--- config.mk ---
export PLATFORM = sky130hd
export DESIGN_NAME = lcd_write_engine
export DESIGN_NICKNAME = d
export VERILOG_FILES = /design/src/rtl/lcd_pkg.sv /design/src/rtl/lcd_write_engine_fifo.sv /design/src/rtl/lcd_write_engine.sv
export SDC_FILE = /design/constraint.sdc
export NUM_CORES = 1
export LEC_CHECK = 0
export ABC_AREA = 1
export ABC_CLOCK_PERIOD_IN_PS = 2680
export CELL_PAD_IN_SITES_DETAIL_PLACEMENT = 0
export CELL_PAD_IN_SITES_GLOBAL_PLACEMENT = 1
export CORE_UTILIZATION = 40
export DETAILED_ROUTE_END_ITERATION = 10
export GPL_TIMING_DRIVEN = 0
export HOLD_SLACK_MARGIN = 0.05
export PLACE_DENSITY = 0.79
export SLEW_MARGIN = 20
export SYNTH_ARGS = -nofsm -noshare
export SYNTH_HDL_FRONTEND = slang
export SYNTH_SLANG_ARGS = --single-unit
--- constraint.sdc ---
create_clock -name clk -period 2.68 [get_ports clk]
set_clock_uncertainty 0.05 [all_clocks]
set_input_delay 0.402 -clock clk [delete_from_list [all_inputs] [get_ports clk]]
set_output_delay 0.402 -clock clk [all_outputs]
set_load 0.01 [all_outputs]
--- src/rtl/lcd_pkg.sv ---
// Shared types and constants for the HD44780 write engine: FSM states,
// status word layout, default cycle timings and the slow-command opcodes.
package lcd_pkg;

  typedef enum logic [3:0] {
    PWR_WAIT,
    INIT_SETUP,
    INIT_E,
    INIT_WAIT,
    IDLE,
    SETUP,
    E_HI,
    GAP,
    SETTLE
  } lcd_state_t;

  localparam int ST_BUSY   = 0;
  localparam int ST_INIT   = 1;
  localparam int ST_OVF    = 2;
  localparam int ST_CNT_LO = 3;
  localparam int ST_CNT_HI = 5;

  localparam int ENTRY_W   = 9;
  localparam int FIFO_AW   = 2;
  localparam int FIFO_CW   = 3;

  localparam int DEF_T_POWERUP = 750_000;
  localparam int DEF_T_INIT1   = 205_000;
  localparam int DEF_T_INIT2   = 5_000;
  localparam int DEF_T_SETUP   = 2;
  localparam int DEF_T_E_HIGH  = 12;
  localparam int DEF_T_GAP     = 50;
  localparam int DEF_T_CMD     = 2_000;
  localparam int DEF_T_CLEAR   = 82_000;

  localparam logic [7:0] OP_CLEAR    = 8'h01;
  localparam logic [7:0] OP_HOME     = 8'h02;
  localparam logic [7:0] OP_HOME_ALT = 8'h03;

  function automatic int max2(input int a, input int b);
    return (a > b) ? a : b;
  endfunction

  // Clear and return-home need the long settle; everything else is fast.
  function automatic logic is_slow_cmd(input logic [ENTRY_W-1:0] x);
    return !x[8] && ((x[7:0] == OP_CLEAR) || (x[7:0] == OP_HOME) ||
                     (x[7:0] == OP_HOME_ALT));
  endfunction

endpackage

--- src/rtl/lcd_write_engine_fifo.sv ---
// 4-entry command FIFO holding {rs, byte}; head is the oldest entry.
module lcd_cmd_fifo
  import lcd_pkg::*;
(
  input  logic               clk,
  input  logic               rst_n,
  input  logic               push,
  input  logic               pop,
  input  logic [ENTRY_W-1:0] din,
  output logic [ENTRY_W-1:0] head,
  output logic [FIFO_CW-1:0] count
);

  logic [ENTRY_W-1:0] mem [4];
  logic [FIFO_AW-1:0] wr_ptr, rd_ptr;
  logic               do_push, do_pop;

  assign do_pop  = pop && (count != '0);
  assign do_push = push && ((count != FIFO_CW'(4)) || do_pop);
  assign head    = mem[rd_ptr];

  always_ff @(posedge clk or negedge rst_n) begin
    if (!rst_n) begin
      wr_ptr <= '0;
      rd_ptr <= '0;
      count  <= '0;
    end else begin
      if (do_push) wr_ptr <= wr_ptr + 1'b1;
      if (do_pop)  rd_ptr <= rd_ptr + 1'b1;
      count <= count + {2'b0, do_push} - {2'b0, do_pop};
    end
  end

  always_ff @(posedge clk) begin
    if (do_push) mem[wr_ptr] <= din;
  end

endmodule

--- src/rtl/lcd_write_engine.sv ---
// HD44780 4-bit write engine: power-up init, then FIFO-fed bytes sent as two
// nibbles with exact setup / enable / settle cycle counts.
module lcd_write_engine
  import lcd_pkg::*;
#(
  parameter int CLK_HZ    = 50_000_000,
  parameter int T_POWERUP = DEF_T_POWERUP,
  parameter int T_INIT1   = DEF_T_INIT1,
  parameter int T_INIT2   = DEF_T_INIT2,
  parameter int T_SETUP   = DEF_T_SETUP,
  parameter int T_E_HIGH  = DEF_T_E_HIGH,
  parameter int T_GAP     = DEF_T_GAP,
  parameter int T_CMD     = DEF_T_CMD,
  parameter int T_CLEAR   = DEF_T_CLEAR
) (
  input  logic        clk,
  input  logic        rst_n,
  input  logic        read,
  input  logic        write,
  input  logic [15:0] in_bus,
  output logic [15:0] out_bus,
  output logic        lcd_rs,
  output logic        lcd_rw,
  output logic        lcd_e,
  output logic [3:0]  lcd_d
);

  localparam int T_MAX = max2(max2(max2(T_POWERUP, T_INIT1), max2(T_INIT2, T_SETUP)),
                              max2(max2(T_E_HIGH, T_GAP), max2(T_CMD, T_CLEAR)));
  localparam int CW = $clog2(T_MAX) + 1;

  localparam logic [CW-1:0] L_PWR   = CW'(T_POWERUP - 1);
  localparam logic [CW-1:0] L_INIT1 = CW'(T_INIT1 - 1);
  localparam logic [CW-1:0] L_INIT2 = CW'(T_INIT2 - 1);
  localparam logic [CW-1:0] L_SETUP = CW'(T_SETUP - 1);
  localparam logic [CW-1:0] L_EHI   = CW'(T_E_HIGH - 1);
  localparam logic [CW-1:0] L_GAP   = CW'(T_GAP - 1);
  localparam logic [CW-1:0] L_CMD   = CW'(T_CMD - 1);
  localparam logic [CW-1:0] L_CLEAR = CW'(T_CLEAR - 1);

  lcd_state_t         state, state_n;
  logic [CW-1:0]      cnt, cnt_load;
  logic               load, init_drive, second;
  logic [3:0]         init_nib;
  logic [1:0]         init_idx;
  logic [ENTRY_W-1:0] cur, head;
  logic [FIFO_CW-1:0] count, count_n;
  logic               pop, accept, init_done, ovf, busy;
  logic               unused_bits;

  // Strobes are single-cycle: write enqueues in_bus[8:0] when there is room
  // (a same-cycle pop frees a slot), otherwise it is dropped and flags
  // overflow; read only clears the overflow flag.
  assign pop     = (state == IDLE) && (count != '0);
  assign accept  = write && ((count != FIFO_CW'(4)) || pop);
  assign count_n = count + {2'b0, accept} - {2'b0, pop};

  assign lcd_rw      = 1'b0;
  assign unused_bits = (^in_bus[15:9]) ^ (CLK_HZ > 0);

  lcd_cmd_fifo u_fifo (
    .clk   (clk),
    .rst_n (rst_n),
    .push  (accept),
    .pop   (pop),
    .din   (in_bus[8:0]),
    .head  (head),
    .count (count)
  );

  always_comb begin
    state_n    = state;
    load       = 1'b0;
    cnt_load   = '0;
    init_drive = 1'b0;
    init_nib   = 4'h3;
    case (state)
      PWR_WAIT: if (cnt == '0) begin
        state_n = INIT_SETUP; load = 1'b1; cnt_load = L_SETUP; init_drive = 1'b1;
      end
      INIT_SETUP: if (cnt == '0) begin
        state_n = INIT_E; load = 1'b1; cnt_load = L_EHI;
      end
      INIT_E: if (cnt == '0) begin
        state_n  = INIT_WAIT;
        load     = 1'b1;
        cnt_load = (init_idx == 2'd0) ? L_INIT1 : (init_idx == 2'd1) ? L_INIT2 : L_CMD;
      end
      INIT_WAIT: if (cnt == '0) begin
        if (init_idx == 2'd3) begin
          state_n = IDLE;
        end else begin
          state_n = INIT_SETUP; load = 1'b1; cnt_load = L_SETUP; init_drive = 1'b1;
          init_nib = (init_idx == 2'd2) ? 4'h2 : 4'h3;
        end
      end
      IDLE: if (pop) begin
        state_n = SETUP; load = 1'b1; cnt_load = L_SETUP;
      end
      SETUP: if (cnt == '0) begin
        state_n = E_HI; load = 1'b1; cnt_load = L_EHI;
      end
      E_HI: if (cnt == '0) begin
        load = 1'b1;
        if (second) begin
          state_n  = SETTLE;
          cnt_load = is_slow_cmd(cur) ? L_CLEAR : L_CMD;
        end else begin
          state_n  = GAP;
          cnt_load = L_GAP;
        end
      end
      GAP: if (cnt == '0) begin
        state_n = SETUP; load = 1'b1; cnt_load = L_SETUP;
      end
      SETTLE: if (cnt == '0) state_n = IDLE;
      default: begin
        state_n = PWR_WAIT; load = 1'b1; cnt_load = L_PWR;
      end
    endcase
  end

  always_ff @(posedge clk or negedge rst_n) begin
    if (!rst_n) begin
      state     <= PWR_WAIT;
      cnt       <= L_PWR;
      init_idx  <= '0;
      cur       <= '0;
      second    <= 1'b0;
      init_done <= 1'b0;
      ovf       <= 1'b0;
      busy      <= 1'b0;
      lcd_e     <= 1'b0;
      lcd_rs    <= 1'b0;
      lcd_d     <= '0;
    end else begin
      state <= state_n;
      if (load) cnt <= cnt_load;
      else if (cnt != '0) cnt <= cnt - 1'b1;
      lcd_e <= (state_n == INIT_E) || (state_n == E_HI);
      busy  <= (state_n != IDLE) || (count_n != '0);
      if (state_n == IDLE) init_done <= 1'b1;
      if (write && !accept) ovf <= 1'b1;
      else if (read) ovf <= 1'b0;
      if (init_drive) begin
        lcd_rs <= 1'b0;
        lcd_d  <= init_nib;
        if (state == INIT_WAIT) init_idx <= init_idx + 1'b1;
      end
      if (pop) begin
        cur    <= head;
        lcd_rs <= head[8];
        lcd_d  <= head[7:4];
        second <= 1'b0;
      end
      // Low nibble changes one edge after lcd_e fell, never on the falling edge.
      if (state == GAP) begin
        lcd_d  <= cur[3:0];
        second <= 1'b1;
      end
    end
  end

  always_comb begin
    out_bus                      = '0;
    out_bus[ST_BUSY]             = busy;
    out_bus[ST_INIT]             = init_done;
    out_bus[ST_OVF]              = ovf;
    out_bus[ST_CNT_HI:ST_CNT_LO] = count;
  end

endmodule

# ---- After elaboration in Yosys (flattened, before gate mapping)
# Memory sizes are Yosys's and may differ from the RTL's.
# Cells that the tools add are included.
dict set report totals {
  reg_bits 53
  ramBits 36
  input_bits 20
  output_inout_bits 23
  elab_cells 118
  n_memories 1
}
# name depth width read_ports rd_clocked_by_memory_dff wr line_no
set mem_list {}
lappend mem_list {u_fifo.mem 4 9 1 0 1 lcd_write_engine_fifo.sv:14} ;# logic [ENTRY_W-1:0] mem [4];
dict set report classes {
  add_sub_neg 8
  eq_ne 19
  n_mux 47
  n_reduce_logical 29
}
# operator n
set ops {}
lappend ops {{$pmux W20 S7} 1}
lappend ops {{$mux W4} 14}
lappend ops {{$mux W17} 3}
lappend ops {{$mux W21} 2}
lappend ops {{$mux W18} 2}
lappend ops {{$pmux W4 S9} 1}
lappend ops {{$eq A4 B3 Y1 const B} 6}
lappend ops {{$logic_not A21 Y1} 1}
lappend ops {{$reduce_bool A21 Y1} 1}
lappend ops {{$sub A21 B1 Y21 const B} 1}
lappend ops {{$mux W1} 20}
lappend ops {{$eq A8 B2 Y1 const B} 2}
lappend ops {{$mux W13} 1}
lappend ops {{$eq A4 B2 Y1 const B} 3}
lappend ops {{$reduce_bool A3 Y1} 3}
lappend ops {{$eq A8 B1 Y1 const B} 1}
lappend ops {{$reduce_bool A2 Y1} 4}
lappend ops {{$add A2 B1 Y2 const B} 3}
lappend ops {{$add A3 B1 Y3} 2}
lappend ops {{$logic_and A1 B1 Y1} 6}
lappend ops {{$logic_or A1 B1 Y1} 6}
lappend ops {{$reduce_or A6 Y1} 1}
lappend ops {{$sub A3 B1 Y3} 2}
lappend ops {{$eq A2 B2 Y1 const B} 2}
lappend ops {{13 further kinds} 15}

# ---- Depth between registers and ports, before layout
# Gate-level depths: netlist of run 1.
dict set report logic_depth {
  depth_word 9
  depth_mapped 13
  depth_no_buf 12
}

# ---- Cells and area by module
# From an unflattened synthesis of run 1, not the netlist that was laid out.
dict set report unflattened {
  cells_unflattened 585
  hier_area_um2 5001.0
}
# mod n_inst cells_each area_per_inst_um2
set by_module_without_submodules {}
lappend by_module_without_submodules {lcd_write_engine 1 422 3104.2}
lappend by_module_without_submodules {lcd_cmd_fifo 1 163 1896.8}

# ---- Worst setup path before layout of run 1
# No wires, ideal clock.
dict set report synth_timing {
  path_type {reg-to-reg}
  startpoint {register state[3]}
  endpoint {register busy}
  setup_time_ps 119
  arrival_ps 2349
  required_time_ps 2511
  setup_slack_ps 162
  path_stages_with_launch 13
  period_less_slack_ps 2518
  cell_sequence {dfrtp_1 > nor2_1 > nand3_1 > inv_2 > clkbuf_1 > ha_1 > inv_1 > ha_1 > fa_1 > nor2_1 > o21ai_0 > a21oi_1 > nand2_1}
}
dict set report synth_via {
  elab_chain_cells 8
  elab_cells_between_ends 27
  cone_classes {2 x add/sub; 9 x eq/ne; 10 x mux; 6 x reduce/logical}
}
# element line_no
set synth_lines {}
lappend synth_lines {{start: declaration} lcd_write_engine.sv:41} ;# lcd_state_t state, state_n;
lappend synth_lines {{start signal: assignment} lcd_write_engine.sv:137} ;# state <= state_n;
lappend synth_lines {{$eq A4 B3 Y1 (*)} lcd_write_engine.sv:54} ;# assign pop = (state == IDLE) && (count != '0);
lappend synth_lines {{$logic_and A1 B1 Y1 (*)} lcd_write_engine.sv:54}
lappend synth_lines {{named net pop} lcd_write_engine.sv:48} ;# logic pop, accept, init_done, ovf, busy;
lappend synth_lines {{$logic_or A1 B1 Y1} lcd_write_engine.sv:55} ;# assign accept = write && ((count != FIFO_CW'(4)) || pop);
lappend synth_lines {{$logic_and A1 B1 Y1} lcd_write_engine.sv:55}
lappend synth_lines {{$add A3 B1 Y3} lcd_write_engine.sv:56} ;# assign count_n = count + {2'b0, accept} - {2'b0, pop};
lappend synth_lines {{$sub A3 B1 Y3} lcd_write_engine.sv:56}
lappend synth_lines {{$reduce_bool A3 Y1} lcd_write_engine.sv:141} ;# busy <= (state_n != IDLE) || (count_n != '0);
lappend synth_lines {{$logic_or A1 B1 Y1 (*)} lcd_write_engine.sv:141}
lappend synth_lines {{end signal: assignment} lcd_write_engine.sv:141}
lappend synth_lines {{end: declaration} lcd_write_engine.sv:48}
# Mark *: on every way through the listed nets, which the timed path passes. The rest lies on a longest branch.
# A chain may end at the register's enable or synchronous reset.

# ---- Worst setup path in the final report of run 1
dict set report layout_timing {
  startpoint {register u_fifo.count[1]}
  endpoint {register busy}
}
dict set report layout_via {
  elab_chain_cells 8
  elab_cells_between_ends 12
  cone_classes {2 x add/sub; 2 x eq/ne; 2 x mux; 6 x reduce/logical}
}
# element line_no
set layout_lines {}
lappend layout_lines {{start: declaration} lcd_write_engine_fifo.sv:11} ;# output logic [FIFO_CW-1:0] count
lappend layout_lines {{start signal: assignment} lcd_write_engine_fifo.sv:30} ;# count <= count + {2'b0, do_push} - {2'b0, do_pop};
lappend layout_lines {{$reduce_bool A3 Y1} lcd_write_engine.sv:54}
lappend layout_lines {{$logic_and A1 B1 Y1} lcd_write_engine.sv:54}
lappend layout_lines {{$logic_or A1 B1 Y1} lcd_write_engine.sv:55}
lappend layout_lines {{$logic_and A1 B1 Y1} lcd_write_engine.sv:55}
lappend layout_lines {{$add A3 B1 Y3} lcd_write_engine.sv:56}
lappend layout_lines {{$sub A3 B1 Y3} lcd_write_engine.sv:56}
lappend layout_lines {{$reduce_bool A3 Y1} lcd_write_engine.sv:141}
lappend layout_lines {{$logic_or A1 B1 Y1 (*)} lcd_write_engine.sv:141}
# Mark *: on every way between the ends. The rest lies on a longest branch, timed or not.

==> results_dict.tcl, run 1 <==
set metrics [dict create \
    fmax_ghz 0.4116 \
    seqPwrFrac_pct 48.3 \
    instances_no_fill 693 \
    insertion_delay_ns 0.35 \
    vdd_drop_max_mv 0.5074 \
    grt_max_degree 54 \
    slew_headroom_pct 39.46 \
    row_count 38 \
    synth_warnings 0 \
    htree_num_levels 3 \
    avgSynthCellArea_um2 9.077 \
    drc 0 \
    cts_buffers 9 \
    grt_util_all_layers_pct 17.57 \
    final_cell_mix "nor2_1 (83), nand2_1 (83), inv_1 (52), dfrtp_1 (39), edfxtp_1 (36)" \
    clock_path_buffers 2 \
    finalCritPeriodShare_pct 90.65 \
    swShare_pct 26.42 \
    area_growth_pct 17.10 \
    clkTransAtPathRegs_ns 0.07 \
    pwr-share-clk_pct 38.0 \
    grt_pass1_wl_mm 15.55 \
    leakagePower_nw 2.442 \
    start_util_pct 41.57 \
    crit_required_ns 2.87 \
    viasPerCell 4.760 \
    finalSetupTns_ns 0 \
    hp-class "input pin to asynchronous set/reset pin" \
    synth_seq_area_share_pct 53.08 \
    grt_antenna_before_repair 0 \
    end_kind "flop" \
    min_period_ns 2.429 \
    drive_gt1_share_pct 13.38 \
    cp_max_fo 10 \
    die_w_um 108.8 \
    p_int_w 0.002520 \
    p_comb_share_pct 13.7 \
    powerDensity_nw_per_um2 640.5 \
    nNetsFinal 583 \
    slew_viol_final 0 \
    layout_setup_ws_ns 0.2507 \
    first_global_vias 3223 \
    fillerInstances 1053 \
    port_buffers 24 \
    startpoint_type "flop" \
    drt_pass1_iterations 4 \
    place_ws_ns -0.3480 \
    max_slew.worst_pin.slew_ns 0.9048 \
    dp_cells 677 \
    io_pins 43 \
    wl_mm 9.415 \
    root_buffer "clkbuf_16" \
    status "complete, no violations" \
    post_drt_wl_per_cell_um 13.59 \
    via_count 3299 \
    p_switching_w 0.0009047 \
    cts_hold_buffers 0 \
    maxCapViolCount 0 \
    overflow 0 \
    die_area_um2 11850 \
    ant_nets 0 \
    setup_viol 0 \
    antennaDiodeCount 0 \
    syn_inst 503 \
    fp.dieH_um 108.8 \
    synth_area_um2 4566 \
    hold_viol_final 0 \
    cts_num_sinks 89 \
    gp_congestion 0.8346 \
    synth-seq-cells 89 \
    first_iter_violations 148 \
    place_hpwl_mm 6.831 \
    ys_types 37 \
    worst_ep_arrival_time_ns 2.62 \
    fp.coreArea_um2 10980 \
    rsz0062_at_grt "false" \
    cts_tree "yes" \
    critical_path_class "flop to flop" \
]
==> path summary, 6_finish.rpt <==
check / from / end / slack (ns) / depth (start not counted)
min in group clk: init_done / init_done / 0.43 / 1
hold / removal: rst_n / cnt[4] / 0.05 / 1
max in group asynchronous: rst_n / u_fifo.count[1] / 2.04 / 1
setup reg to reg: u_fifo.count[1] / busy / 0.25 / 13
setup / recovery: u_fifo.count[1] / busy / 0.25 / 13
hold reg to reg: init_done / init_done / 0.43 / 1
==> repair_timing <==
action / 4_1_cts / 5_1_grt
cloned: 0 / 0
hold endpoints to repair: 0 / 0
gates resized for setup: 0 / 10
setup buffers: 0 / 1
endpoints found under the setup margin: 3 / 38
==> power by group through the flow <==
stage               registers (W)  logic (W)  clock network [W]
CTS                       0.00166   0.000477            0.00133
global route              0.00167   0.000531            0.00138
global placement          0.00168   0.000459                  0
finish                    0.00166   0.000469            0.00130
detailed placement        0.00168   0.000475                  0
floorplan                 0.00167   0.000286                  0
==> cells by family after synthesis <==
| group | after synthesis | share of synthesized area, % |
|---|---|---|
| compound gates | 70 | 8.277 |
| xor+xnor | 22 | 4.220 |
| fa+ha+maj | 15 | 4.440 |
| buf+inv | 81 | 8.304 |
| flops | 89 | 53.08 |
| other cells | 1 | 0.08214 |
| simple gates | 225 | 21.60 |
==> state kept, by name, indices dropped and copies added, names as in the netlist <==
name and flops:
init_idx 2, busy 1, init_done 1, ovf 1, u_fifo.wr_ptr 2, second 1
u_fifo.count 3, cnt 21, lcd_e 1, lcd_d 4, state 4, cur 9
u_fifo.mem 36, lcd_rs 1, u_fifo.rd_ptr 2
==> stage by stage <==
| step | util [%] | total power, W | cell area [µm²] | hold WS [ns] |
|---|---|---|---|---|
| CTS | 48.41 | 0.003460 | 5316 | 0.06902 |
| finish | 48.68 | 0.003424 | 5346 | 0.04949 |
| floorplan | - | 0.001960 | 4603 | 0.05641 |
| global route | 48.68 | 0.003575 | 5346 | 0.1138 |
| detailed placement | 45.67 | 0.002157 | 5016 | 0.4223 |
| global placement | 45.69 | 0.002135 | 5019 | 0.4205 |
==> per-layer routing <==
layer	global-route usage [%]	wire length [µm]	up-vias
met3	4.005	306	12
met2	29.88	4639	55
met1	21.72	4296	1535
li1	-	-	1697
met5	0	0	-
met4	6.564	172	0
==> critical path: stages (launching register included) <==
cell and delay (ns):
dfrtp_2 0.45, inv_1 0.11, nand3_1 0.09, nand3_1 0.17, buf_6 0.17, nand2_1 0.07
nand2_2 0.14, inv_1 0.07, ha_1 0.21, fa_1 0.43, nor2_1 0.11, o21ai_0 0.08
a21oi_1 0.13, nand2_1 0.06
==> Yosys cell counts, drive strengths merged <==
cell type / n / area [µm²]
o31ai: 1 / 7.510
o211ai: 1 / 7.510
clkinv: 1 / 3.750
nor2: 96 / 414.1
o22ai: 6 / 37.54
dfrtp: 40 / 1001
nor3: 10 / 50.05
fa: 2 / 40.04
xor2: 13 / 113.9
xnor2: 9 / 78.83
nand3: 24 / 137.6
nand4: 6 / 37.54
clkbuf: 5 / 18.77
buf: 20 / 150.1
o21ai: 33 / 165.2
conb: 1 / 3.750
dfstp: 13 / 341.6
o21bai: 3 / 22.52
ha: 13 / 162.7
and2: 1 / 6.260
a21oi: 23 / 118.9
edfxtp: 36 / 1081
nand2: 87 / 334.1
inv: 55 / 206.5
or2: 1 / 6.260
a31oi: 3 / 18.77
==> area by class of cell <==
class	instances	area, µm²	share of cell area [%]
repair buffers	25	245.2	4.587
plain buffers	24	171.4	3.206
clock inverters	6	75.07	1.404
flip-flops and latches	89	2425	45.35
clock buffers	10	229.0	4.283
multi-input cells	343	1810	33.86
inverters	56	215.2	4.025
well taps	140	175.2	3.276
(Power assumes the default switching activity.)
==> run 2: changes to the inputs <==
- CTS_CLUSTER_SIZE: default -> 25
==> results of run 2 <==
Final layout, timing and power as in run 1 (identical DEF).
